[config.mk]
export PLATFORM = sky130hd
export DESIGN_NAME = mem_arbiter
export DESIGN_NICKNAME = d
export VERILOG_FILES = /design/src/rtl/mem_arbiter.sv
export SDC_FILE = /design/constraint.sdc
export NUM_CORES = 1
export LEC_CHECK = 0
export BUFFER_PORTS_ARGS = -buffer_cell sky130_fd_sc_hd__buf_4
export CAP_MARGIN = 10
export CORE_AREA = 2 2 204 206
export CTS_CLUSTER_DIAMETER = 30
export DETAILED_ROUTE_END_ITERATION = 10
export DIE_AREA = 0 0 206 208
export MAX_ROUTING_LAYER = met4
export PLACE_DENSITY = 0.48
export SLEW_MARGIN = 15
export SYNTH_ARGS = -nofsm -noshare
export SYNTH_HDL_FRONTEND = slang
export SYNTH_SLANG_ARGS = --single-unit
[constraint.sdc]
create_clock -name clk -period 2.1 [get_ports clk]
set_input_delay 0.21 -clock clk [delete_from_list [all_inputs] [get_ports clk]]
set_output_delay 0.21 -clock clk [all_outputs]
set_load 0.02 [all_outputs]
[src/rtl/mem_arbiter.sv]
// mem_arbiter: registered one-transaction-at-a-time arbiter sharing the memory port
// between fetch (read-only) and exec (read/write), with alignment handling and a bus watchdog.
module mem_arbiter #(
    parameter int ARB_MODE       = 0,
    parameter int ALIGN_CHECK    = 0,
    parameter int TIMEOUT_CYCLES = 1023
) (
    input  logic        clk,
    input  logic        reset,
    input  logic [63:0] f_address,
    input  logic [1:0]  f_datasize,
    input  logic        f_read,
    output logic [63:0] f_readdata,
    output logic        f_done,
    output logic        f_fault,
    input  logic [63:0] x_address,
    input  logic [1:0]  x_datasize,
    input  logic        x_read,
    input  logic        x_write,
    input  logic [63:0] x_writedata,
    output logic [63:0] x_readdata,
    output logic        x_done,
    output logic        x_fault,
    output logic [63:0] mem_address,
    output logic [1:0]  mem_datasize,
    output logic        mem_read,
    output logic        mem_write,
    output logic [63:0] mem_writedata,
    input  logic [63:0] mem_readdata,
    input  logic        mem_done,
    output logic        timeout_err
);
    typedef enum logic [1:0] {IDLE, BUSY, DONE} state_t;
    localparam logic [31:0] WD_LAST = 32'(TIMEOUT_CYCLES - 1);
    state_t      state, state_nxt;
    logic [63:0] cmd_address, cmd_writedata, rdata, sel_address;
    logic [1:0]  cmd_datasize, sel_datasize;
    logic [31:0] wdog;
    logic [2:0]  mask;
    logic        cmd_write, owner, fault, rr_exec;
    logic        f_req, x_req, req, grant_x, misalign, rw_fault, timeout, busy, done;
    assign f_req        = f_read;
    assign x_req        = x_read | x_write;
    assign req          = f_req | x_req;
    // rr_exec names the winner of the next tie; exec always wins ties in priority mode
    assign grant_x      = x_req & (~f_req | (ARB_MODE == 0) | rr_exec);
    assign sel_address  = grant_x ? x_address : f_address;
    assign sel_datasize = grant_x ? x_datasize : f_datasize;
    assign mask         = 3'((4'd1 << sel_datasize) - 4'd1);
    assign misalign     = (ALIGN_CHECK != 0) && |(sel_address[2:0] & mask);
    assign rw_fault     = grant_x & x_read & x_write;
    assign timeout      = (TIMEOUT_CYCLES != 0) && wdog == WD_LAST;
    assign busy         = state == BUSY;
    assign done         = state == DONE;
    always_comb begin
        state_nxt = state;
        unique case (state)
            IDLE:    state_nxt = !req ? IDLE : (misalign || rw_fault) ? DONE : BUSY;
            BUSY:    state_nxt = (mem_done || timeout) ? DONE : BUSY;
            default: state_nxt = IDLE;
        endcase
    end
    always_ff @(posedge clk) begin
        if (reset) begin
            state         <= IDLE;
            cmd_address   <= '0;
            cmd_datasize  <= '0;
            cmd_writedata <= '0;
            cmd_write     <= 1'b0;
            owner         <= 1'b0;
            fault         <= 1'b0;
            rdata         <= '0;
            rr_exec       <= 1'b0;
            wdog          <= '0;
            timeout_err   <= 1'b0;
        end else begin
            state <= state_nxt;
            unique case (state)
                IDLE: if (req) begin
                    owner         <= grant_x;
                    cmd_address   <= ALIGN_CHECK != 0 ? sel_address : sel_address & ~{61'd0, mask};
                    cmd_datasize  <= sel_datasize;
                    cmd_write     <= grant_x & x_write;
                    cmd_writedata <= grant_x ? x_writedata : '0;
                    fault         <= misalign | rw_fault;
                    rdata         <= '0;
                    if (ARB_MODE != 0 && f_req && x_req) rr_exec <= ~grant_x;
                end
                BUSY: if (mem_done) begin
                    rdata <= cmd_write ? '0 : mem_readdata;
                    fault <= 1'b0;
                end else if (timeout) begin
                    rdata       <= '0;
                    fault       <= 1'b1;
                    timeout_err <= 1'b1;
                end else begin
                    wdog <= wdog + 32'd1;
                end
                default: wdog <= '0;
            endcase
        end
    end
    // memory side is quiet outside BUSY so stale command regs never reach the bus
    assign mem_address   = busy ? cmd_address : '0;
    assign mem_datasize  = busy ? cmd_datasize : '0;
    assign mem_writedata = busy ? cmd_writedata : '0;
    assign mem_read      = busy & ~cmd_write;
    assign mem_write     = busy & cmd_write;
    assign f_done        = done & ~owner;
    assign x_done        = done & owner;
    assign f_fault       = f_done & fault;
    assign x_fault       = x_done & fault;
    assign f_readdata    = f_done ? rdata : '0;
    assign x_readdata    = x_done ? rdata : '0;
endmodule

==> metrics.md, run 1 <==
| Metric | Value |
|---|---|
| Initial antenna violation count | 2 |
| Worst slew pin tran | 0.6962 ns |
| Synthesized flop and latch total | 232 |
| Final Hold Violating Endpoints | 0 |
| Synth Flop Type | dfxtp_1 |
| Gr busiest metal | met2 |
| Grt met1 use | 26.88% |
| Reg2Reg Launch Point | wdog[0] |
| HPWL after DPL | 32.09 mm |
| Largest net degree at the start of global routing | 142 |
| Avg Synthesized Cell Area | 7.978 µm² |
| Status | complete, but fails checks |
| CTS tree | built |
| Worst Path Required | 1.89 ns |
| DP Area | 16090 µm² |
| Hold EP | cmd_address[1] |
| Worst min path class | in -> reg |
| Gpl congestion | 0.8029 |
| Synth area leaders | dfxtp_1, and2_1, nand2_1 |
| Power Total | 18.70 mW |
| Synth Instances | 1414 |
| Layout area overhead | 97.53% |
| Final nets | 2500 |
| Max Fclk | 469.0 MHz |
| Setup slack after layout | -0.03198 ns |
| Post-synth EDFFs | 0 |
| Initial core utilization | 27.82% |
| Final setup fails | 33 |
| Clock sink total | 232 |
| Failing checks | setup timing |
| Post-synthesis cell type count | 63 |
| Crit end category | output pin |
| Crit start category | flip-flop |
| Post-Syn Nets | 1682 |
| Vias in the first global route | 13822 |
| Synth top area share | 41.17% |
| Final WL | 52.83 mm |
| RSZ-0062 raised after global routing | yes |
| First drt pass iteration count | 5 |
| Synthesized area | 11280 µm² |
| Clock Latency Late Sink | 0.57 ns |
| Wirelength per Cell | 18.74 µm |
| PwrDens | 839.1 nW/µm² |
| Site Rows | 74 |
| Slack of the worst reg-to-reg path | 0.09 ns |
| GR Util All Layers | 23.54% |
| CTS H-tree lvls | 3 |
| Design area | 22280 µm² |
| Die area | 42850 µm² |
| Crit. Startpoint | state[0] |
| Remaining DRCs | 0 |
| Setup CP Type | reg -> out |
| VDD IR max | 0.0006249 V |
| FF-to-FF End | wdog[19] |
| Drt initial violations | 554 |
| Clk buf depth | 3 |
| Global-route wire length before repair | 77.17 mm |
| Leakage power | 9.813 nW |
| Layout cells sized above 1 | 37.13% |
| Clk slew on worst S/H paths | 0.04 ns |
| Fin crit period | 2.132 ns |
| Total congestion overflow | 0 |
| Period utilization | 101.5% |
| Leading area contributor after synthesis | dfxtp_1 |
| Port bufs | 530 |
| Via count | 13569 |
| Sequential share of the synthesized area | 41.17% |
| Met3 Resource Use GR | 5.702% |
| Worst Path Max Fanout | 8 |
| Clock Skew | 0.02009 ns |
| Io pins | 531 |
| Grt met2 use | 39.50% |
| Ys Warns | 0 |
| Die Height | 208 µm |
| Core area | 40550 µm² |
| Max cap viols | 0 |
| Hold path depth | 4 |
| Synth async-reset ratio | 0% |
| Number of routed nets with antenna violations | 0 |
| Worst slew margin | 53.59% |
| Clk root buf | clkbuf_16 |
| R2R cell count | 8 |
| Die width | 206 µm |
| Worst path arrival time | 1.92 ns |
| Setup total negative slack | -0.4836 ns |
| Num CTS Buffers | 70 |
| Fin. max-slew vios | 0 |
| Hold Startpoint | f_address[1] |
| Routed vias/inst | 4.813 |
where the power goes:
group	internal [mW]	switching [mW]	leakage, nW	total, mW
combinational	1.70	1.70	6.78	3.39
clock	7.39	2.94	1.13	10.3
sequential	4.77	0.200	1.90	4.97
total	13.9	4.84	9.81	18.7
logic make-up after synthesis:
logic type | Yosys count | share of synthesized area [%]
DFF | 232 | 41.17
AOI/OAI and AO/OA | 315 | 20.11
buffers and inverters | 136 | 4.980
adders and majority gates | 2 | 0.2218
and+or+nand+nor | 722 | 32.90
muxes | 4 | 0.3882
xor gates and xnor gates | 3 | 0.2330
sequential cells by signal, summed over array words and instances (netlist names):
name / flops
cmd_writedata: 64
state: 2
wdog: 32
cmd_datasize: 2
cmd_address: 64
cmd_write: 1
owner: 1
fault: 1
timeout_err: 1
rdata: 64
cells in the final DEF (no fill, tap or decap), types with 7 or more instances in the layout:
cell           synthesis  layout
buf_6                  3     115
a22oi_1               65      65
clkbuf_8               0      13
a21oi_1               81      80
nand4_1                7       7
buf_12                 0      21
or3_1                  7       7
a221o_1                9       9
and2_4                 0      79
nor4_1                12      11
and2_1               266     187
dlygate4sd3_1          0     254
nor3_1                10       9
clkbuf_16              0      79
clkbuf_1             100      19
buf_4                  1     469
o211ai_1              68      68
a311oi_1              61      61
nand3_1               15      15
nor2_1               152     150
dfxtp_1              232     227
buf_16                 0       8
nand2_1              214     214
and4_1                 8       8
cell usage after synthesis, types with 4 or more instances:
cell type,count
a211o_1,4
a21oi_1,81
a221o_1,9
a22oi_1,65
a311oi_1,61
and2_1,266
and3_1,4
and4_1,8
buf_1,10
buf_2,16
clkbuf_1,100
dfxtp_1,232
inv_1,5
nand2_1,214
nand3_1,15
nand4_1,7
nor2_1,152
nor3_1,10
nor4_1,12
o211ai_1,68
o21ai_1,7
or3_1,7
or4_1,4
per-stage QoR:
stage / hold slack, ns / cells / setup WS, ns / utilization (%)
5_1_grt: 0.06798 / 2818 / -0.09902 / 54.94
3_3_place_gp: 0.4453 / 2407 / 0.04893 / 39.69
6_report: 0.06641 / 2819 / -0.03198 / 54.95
4_1_cts: 0.04526 / 2802 / -0.09426 / 53.26
2_1_floorplan: 0.3460 / 1414 / 0.2569 / -
3_5_place_dp: 0.4527 / 2407 / 0.06726 / 39.69
final cells by class:
type / instances / area [µm²]
Multi-Input combinational cell: 1047 / 6376
Sequential cell: 232 / 4658
Clock inverter: 20 / 282.8
Timing Repair Buffer: 876 / 8222
Tap cell: 532 / 665.6
Clock buffer: 104 / 2052
Inverter: 5 / 18.77
Antenna cell: 3 / 7.507
Fill cell: 3657 / 18270
how the worst max path moves through the flow:
stage,endpoint,slack [ns],cells past startpoint
after global placement,wdog[4],0.05,7
after detailed placement,wdog[19],0.07,8
after global routing,mem_address[58],-0.1,6
final,mem_address[50],-0.03,6
after floorplan,wdog[29],0.26,8
after CTS,f_readdata[36],-0.09,6
worst max-delay path: stages, from the launching register on:
cell and delay, ns:
dfxtp_4 0.42, nor2b_4 0.23, buf_12 0.18, buf_12 0.13
buf_16 0.13, and2_4 0.15, buf_6 0.11
metal layers:
layer  vias to the layer above  part of all wire (%)  wire length [µm]
met1                      6449                    40             21350
met4                         0                   2.4              1268
met5                         -                     0                 0
met3                        83                   6.4              3380
li1                       6591                     -                 -
met2                       446                    51             26830
what timing repair did:
action,in CTS,in global routing
gates resized for setup,86,146
setup endpoints to repair,252,297
buffers inserted,6,8
gates cloned,11,7
pin swaps,11,25
hold buffers,254,0
endpoints found under the hold margin,194,0
No activity file was read; power rests on OpenSTA's default activity.
==> run 2: changes to the inputs <==
==> constraint.sdc (replaced) <==
create_clock -name clk -period 2.4 [get_ports clk]
set_input_delay 0.24 -clock clk [delete_from_list [all_inputs] [get_ports clk]]
set_output_delay 0.24 -clock clk [all_outputs]
set_load 0.02 [all_outputs]
==> metrics.md, run 2 (synthesis results as in run 1) <==
| Metric | Value |
|---|---|
| Status | finished, final reports clean |
| Worst Path Required | 2.89 ns (+1.00 ns) |
| Drt initial violations | 576 (+4.0%) |
| GR Util All Layers | 21.69% (-1.9 points) |
| Worst min path class | in -> reg |
| PwrDens | 783.6 nW/µm² (-6.6%) |
| Sequence of cells on the critical path | nor2_2 -> o21a_4 -> buf_4 -> nor2_1 -> a311oi_1 -> dlygate4sd3_1 |
| Power Total | 16.42 mW (-12%) |
| Worst slew pin tran | 0.9463 ns (+0.2501 ns) |
| Clock Latency Late Sink | 0.57 ns (about the same) |
| Leakage power | 9.339 nW (-4.8%) |
| Fill count | 3795 (+3.8%) |
| Crit path max-delay cell type | dlygate4sd3_1 |
| Clk slew on worst S/H paths | 0.04 ns (about the same) |
| Initial core utilization | 27.82% (unchanged) |
| Total congestion overflow | 0 (unchanged) |
| Vias in the first global route | 13166 (-4.7%) |
| Clock power frac | 58.1% (+2.8 points) |
| Final WL | 47.88 mm (-9.4%) |
| Leading cell type in the layout, fill and taps excluded | buf_4 |
| Gpl congestion | 0.7966 (-0.78%) |
| Core occupancy in the finished layout | 51.69% (-3.3 points) |
| Via count | 13226 (-2.5%) |
| Largest net degree at the start of global routing | 101 (-29%) |
| Comb pwr share | 15.5% (-2.7 points) |
| Max cap viols | 0 (unchanged) |
| Final Hold Violating Endpoints | 0 (unchanged) |
| HPWL after DPL | 31.48 mm (-1.9%) |
| Fin crit period | 2.293 ns |
| Site Rows | 74 (unchanged) |
| Layout area overhead | 85.81% |
| Final setup fails | 0 (-100%) |
| Crit start category | flip-flop |
| CTS H-tree lvls | 3 (unchanged) |
| Remaining DRCs | 0 (unchanged) |
| Worst slew margin | 36.68% (-17 points) |
| Number of routed nets with antenna violations | 0 (unchanged) |
| Die area | 42850 µm² (unchanged) |
| Commonest non-fill, non-tap cells in the layout | buf_4, and2_1, dlygate4sd3_1 |
| Clk root buf | clkbuf_16 |
| Initial antenna violation count | 2 (unchanged) |
| Port bufs | 530 (unchanged) |
| Psw | 4.192 mW (-13%) |
| Fin. max-slew vios | 0 (unchanged) |
| Routed vias/inst | 4.763 (-1.1%) |
| Period utilization | 95.53% |
| Final nets | 2450 (-2.0%) |
| Core area | 40550 µm² (unchanged) |
| Sw Share | 25.52% (-0.37 points) |
| RSZ-0062 raised after global routing | yes |
| VDD IR max | 0.0005124 V (-18%) |
| Crit end category | flip-flop |
| Num CTS Buffers | 75 (+7.1%) |
| Global-route wire length before repair | 71.96 mm (-6.8%) |
| Clock sink total | 232 (unchanged) |
| CTS tree | built |
| Int Power | 12.23 mW (-12%) |
| Setup total negative slack | 0 ns (+0.4836 ns) |
| Max Fclk | 436.2 MHz |
| Io pins | 531 (unchanged) |
| Clk buf depth | 3 (unchanged) |
| Layout cells sized above 1 | 32.06% (-5.1 points) |
| Reg power frac | 26.4% (-0.2 points) |
| Clock Skew | 0.01777 ns (-0.002325 ns) |
| Setup CP Type | reg -> reg |
| Die width | 206 µm (unchanged) |
| Die Height | 208 µm (unchanged) |
| Worst Path Max Fanout | 9 (+1) |
| Largest registers | cmd_address (64), cmd_writedata (64), rdata (64) |
| Wirelength per Cell | 17.24 µm (-8.0%) |
| Worst path arrival time | 2.79 ns (+0.87 ns) |
| CP max stage delay | 0.59 ns (+0.17 ns) |
| First drt pass iteration count | 5 (unchanged) |
[run 2: through the flow]
stage / cell area, µm² / hold slack [ns] / std cells / setup WS, ns
floorplan: 11280 / 0.3760 / 1414 / 0.5569
global placement: 15870 / 0.4614 / 2379 / 0.2751
detailed placement: 15870 / 0.4739 / 2379 / 0.2132
CTS: 20920 / 0.0008810 / 2771 / 0.003594
global route: 20960 / 0.02039 / 2777 / 0.002421
finish: 20960 / 0.01775 / 2777 / 0.1073
[run 2: final timing paths]
| kind | end | start | cells past startpoint | slack, ns |
|---|---|---|---|---|
| min reg2reg | cmd_address[2] | cmd_address[2] | 2 | 0.48 |
| min | cmd_address[34] | f_address[34] | 3 | 0.02 |
| max | cmd_address[52] | state[1] | 6 | 0.11 |
| max reg2reg | cmd_address[52] | state[1] | 6 | 0.11 |
[run 2: what timing repair did]
action / in CTS / in global routing
hold endpoints to repair: 194 / 0
buffers inserted: 0 / 3
setup endpoints to repair: 0 / 11
resized for setup: 0 / 2
hold buffers: 254 / 0
[run 2: cell type report]
class | count | area, µm² | area share (%)
timing repair buffer | 821 | 6982 | 33.31
multi-input combinational | 1047 | 6141 | 29.30
sequential | 232 | 4644 | 22.16
clock buffer | 110 | 2181 | 10.40
tap | 532 | 665.6 | 3.176
clock inverter | 28 | 324.1 | 1.546
inverter | 5 | 18.77 | 0.08954
antenna | 2 | 5.005 | 0.02388
[run 2: routing by layer]
metal / global-route usage [%] / share of wire, %
met1: 25.08 / 41
met2: 35.72 / 49
met3: 5.796 / 7.5
met4: 8.153 / 2.6
met5: - / 0
[run 2: worst max-delay path, delay by kind of cell (launching register included)]
kind | cells | cell delay [ns]
buf+inv | 2 | 0.81
compound gates | 2 | 0.61
flops | 1 | 0.40
simple gates | 2 | 0.40
[run 2: power by group through the flow]
stage	clock network (mW)	logic, mW	registers [mW]
after floorplan	0	1.18	4.33
after global placement	0	2.11	4.38
after detailed placement	0	2.12	4.39
after CTS	9.74	2.52	4.33
after global routing	10.0	2.76	4.37
final	9.55	2.54	4.33
==> run 3: changes to the inputs <==
--- a/config.mk
+++ b/config.mk
@@ -7,10 +7,10 @@
 export LEC_CHECK = 0
 export BUFFER_PORTS_ARGS = -buffer_cell sky130_fd_sc_hd__buf_4
 export CAP_MARGIN = 10
-export CORE_AREA = 2 2 204 206
+export CORE_AREA = 2 2 206 208
 export CTS_CLUSTER_DIAMETER = 30
 export DETAILED_ROUTE_END_ITERATION = 10
-export DIE_AREA = 0 0 206 208
+export DIE_AREA = 0 0 208 210
 export MAX_ROUTING_LAYER = met4
 export PLACE_DENSITY = 0.48
 export SLEW_MARGIN = 15
==> metrics.md, run 3 (synthesis results as in run 1) <==
| Metric | Value |
|---|---|
| Period utilization | 97.91% (+2.4 points) |
| Remaining DRCs | 0 (unchanged) |
| Wirelength per Cell | 17.76 µm (+3.0%) |
| Final WL | 49.24 mm (+2.8%) |
| Worst slew margin | 35.96% (-0.72 points) |
| Post-Place Setup Slack | 0.2541 ns (+0.04091 ns) |
| Setup total negative slack | 0 ns (unchanged) |
| Reg power frac | 26.3% (about the same) |
| Clock power frac | 57.8% (-0.3 points) |
| Die area | 43680 µm² (+1.9%) |
| Die Height | 210 µm (+0.96%) |
| Final setup fails | 0 (unchanged) |
| Worst min path class | in -> reg |
| Worst slew pin tran | 0.9571 ns (+0.01078 ns) |
| Worst Path Required | 2.89 ns (about the same) |
| Leading cell type in the layout, fill and taps excluded | buf_4 |
| Comb pwr share | 15.9% (+0.4 points) |
| First drt pass iteration count | 4 (-1) |
| Drt initial violations | 605 (+5.0%) |
| DP Area | 15850 µm² (-0.13%) |
| Gpl congestion | 0.8391 (+5.3%) |
| Global-route wire length before repair | 75.87 mm (+5.4%) |
| Commonest non-fill, non-tap cells in the layout | buf_4, and2_1, dlygate4sd3_1 |
| Max cap viols | 0 (unchanged) |
| Final Hold Violating Endpoints | 0 (unchanged) |
| Routed vias/inst | 4.751 (-0.24%) |
| Largest net degree at the start of global routing | 114 (+13%) |
| Gr busiest metal | met2 |
| Hold slack | 0.03744 ns (+0.01970 ns) |
| Core area | 41480 µm² (+2.3%) |
| HPWL after DPL | 32.04 mm (+1.8%) |
| Clk slew on worst S/H paths | 0.04 ns (about the same) |
| Largest registers | cmd_address (64), cmd_writedata (64), rdata (64) |
| Status | finished, final reports clean |
| Setup slack after layout | 0.05016 ns (-0.05716 ns) |
| CTS H-tree lvls | 3 (unchanged) |
| Clock Latency Late Sink | 0.56 ns (about the same) |
| Fin. max-slew vios | 0 (unchanged) |
| Clk root buf | clkbuf_16 |
| Num CTS Buffers | 74 (-1.3%) |
| Clock sink total | 232 (unchanged) |
| PwrDens | 787.2 nW/µm² (+0.47%) |
| Layout area overhead | 85.63% |
| Sw Share | 25.12% (-0.41 points) |
| Final nets | 2445 (-0.20%) |
| Total congestion overflow | 0 (unchanged) |
| VDD IR max | 0.0005723 V (+12%) |
| Leakage power | 9.344 nW (about the same) |
| Clk buf depth | 3 (unchanged) |
| Design area | 20940 µm² (-0.10%) |
| GR Util All Layers | 22.42% (+0.73 points) |
| Fin crit period | 2.350 ns (+0.05716 ns) |
| Psw | 4.140 mW (-1.2%) |
| Met3 Resource Use GR | 5.825% (+0.030 points) |
| Vias in the first global route | 13627 (+3.5%) |
| Die width | 208 µm (+0.97%) |
| Setup CP Type | in -> reg |
| Clock Skew | 0.02305 ns (+0.005276 ns) |
| Grt met2 use | 37.34% (+1.6 points) |
| Initial antenna violation count | 3 (+1) |
| Int Power | 12.34 mW (+0.91%) |
| Max Fclk | 425.6 MHz (-2.4%) |
| Site Rows | 75 (+1.4%) |
| Via count | 13175 (-0.39%) |
| CTS tree | built |
| Port bufs | 530 (unchanged) |
| Crit start category | input pin |
| Worst Path Max Fanout | 51 (+42) |
| Initial core utilization | 27.20% (-0.62 points) |
| Io pins | 531 (unchanged) |
| Grt met1 use | 26.04% (+0.95 points) |
| Worst path arrival time | 2.83 ns (+0.04 ns) |
| Number of routed nets with antenna violations | 0 (unchanged) |
| Crit end category | flip-flop |
| Layout cells sized above 1 | 31.78% (-0.28 points) |
| RSZ-0062 raised after global routing | yes |
[run 3: changes by cell type in the layout (fill, tap and decap cells not counted), moves of 3 or more]
cell        change
clkbuf_8        +4
buf_4           -4
clkinvlp_4      +3
clkinv_2       -11
[run 3: per-stage QoR]
| stage | instances | utilization (%) | total power [mW] |
|---|---|---|---|
| after floorplan | 1414 | - | 5.512 |
| after global placement | 2382 | 38.21 | 6.491 |
| after detailed placement | 2382 | 38.21 | 6.514 |
| after CTS | 2767 | 50.41 | 16.64 |
| after global routing | 2773 | 50.49 | 17.16 |
| final | 2773 | 50.49 | 16.48 |
[run 3: layout make-up]
cell class                 count  area (µm²)
clock inverter                20       297.8
fill                        4020       20540
timing repair buffer         818        6987
tap                          539       674.4
antenna                        3       7.507
sequential                   232        4644
multi-input combinational   1046        6132
clock buffer                 110        2178
inverter                       5       18.77
[run 3: worst paths after layout]
path / slack, ns / cells past startpoint / endpoint / from
max: 0.05 / 7 / cmd_address[44] / x_read
min: 0.04 / 4 / owner / f_read
max reg2reg: 0.12 / 6 / cmd_address[44] / state[1]
min reg2reg: 0.49 / 2 / cmd_address[0] / cmd_address[0]
[run 3: power groups by stage]
stage	clock (mW)	combinational (mW)	sequential, mW
3_5_place_dp	0	2.12	4.40
2_1_floorplan	0	1.18	4.33
5_1_grt	9.94	2.85	4.37
4_1_cts	9.70	2.61	4.34
3_3_place_gp	0	2.11	4.38
6_report	9.53	2.62	4.34
[run 3: metal layers]
metal	vias up	wire [µm]	part of all wire (%)
li1	6478	-	-
met3	78	3385	6.9
met1	6166	20470	42
met4	0	1263	2.6
met2	453	24120	49
met5	-	0	0
[run 3: worst max-delay path, stage by stage]
cell           delay (ns)
dlygate4sd3_1        0.56
buf_4                0.16
or2_2                0.44
o21a_4               0.33
buf_12               0.21
a311oi_1             0.26
dlygate4sd3_1        0.60
[run 3: what timing repair did]
item                       CTS  global route
hold endpoints to repair   194             0
gates cloned                 1             0
setup buffers                0             3
resized for setup            1             3
hold buffers               254             0
setup endpoints to repair    3           114
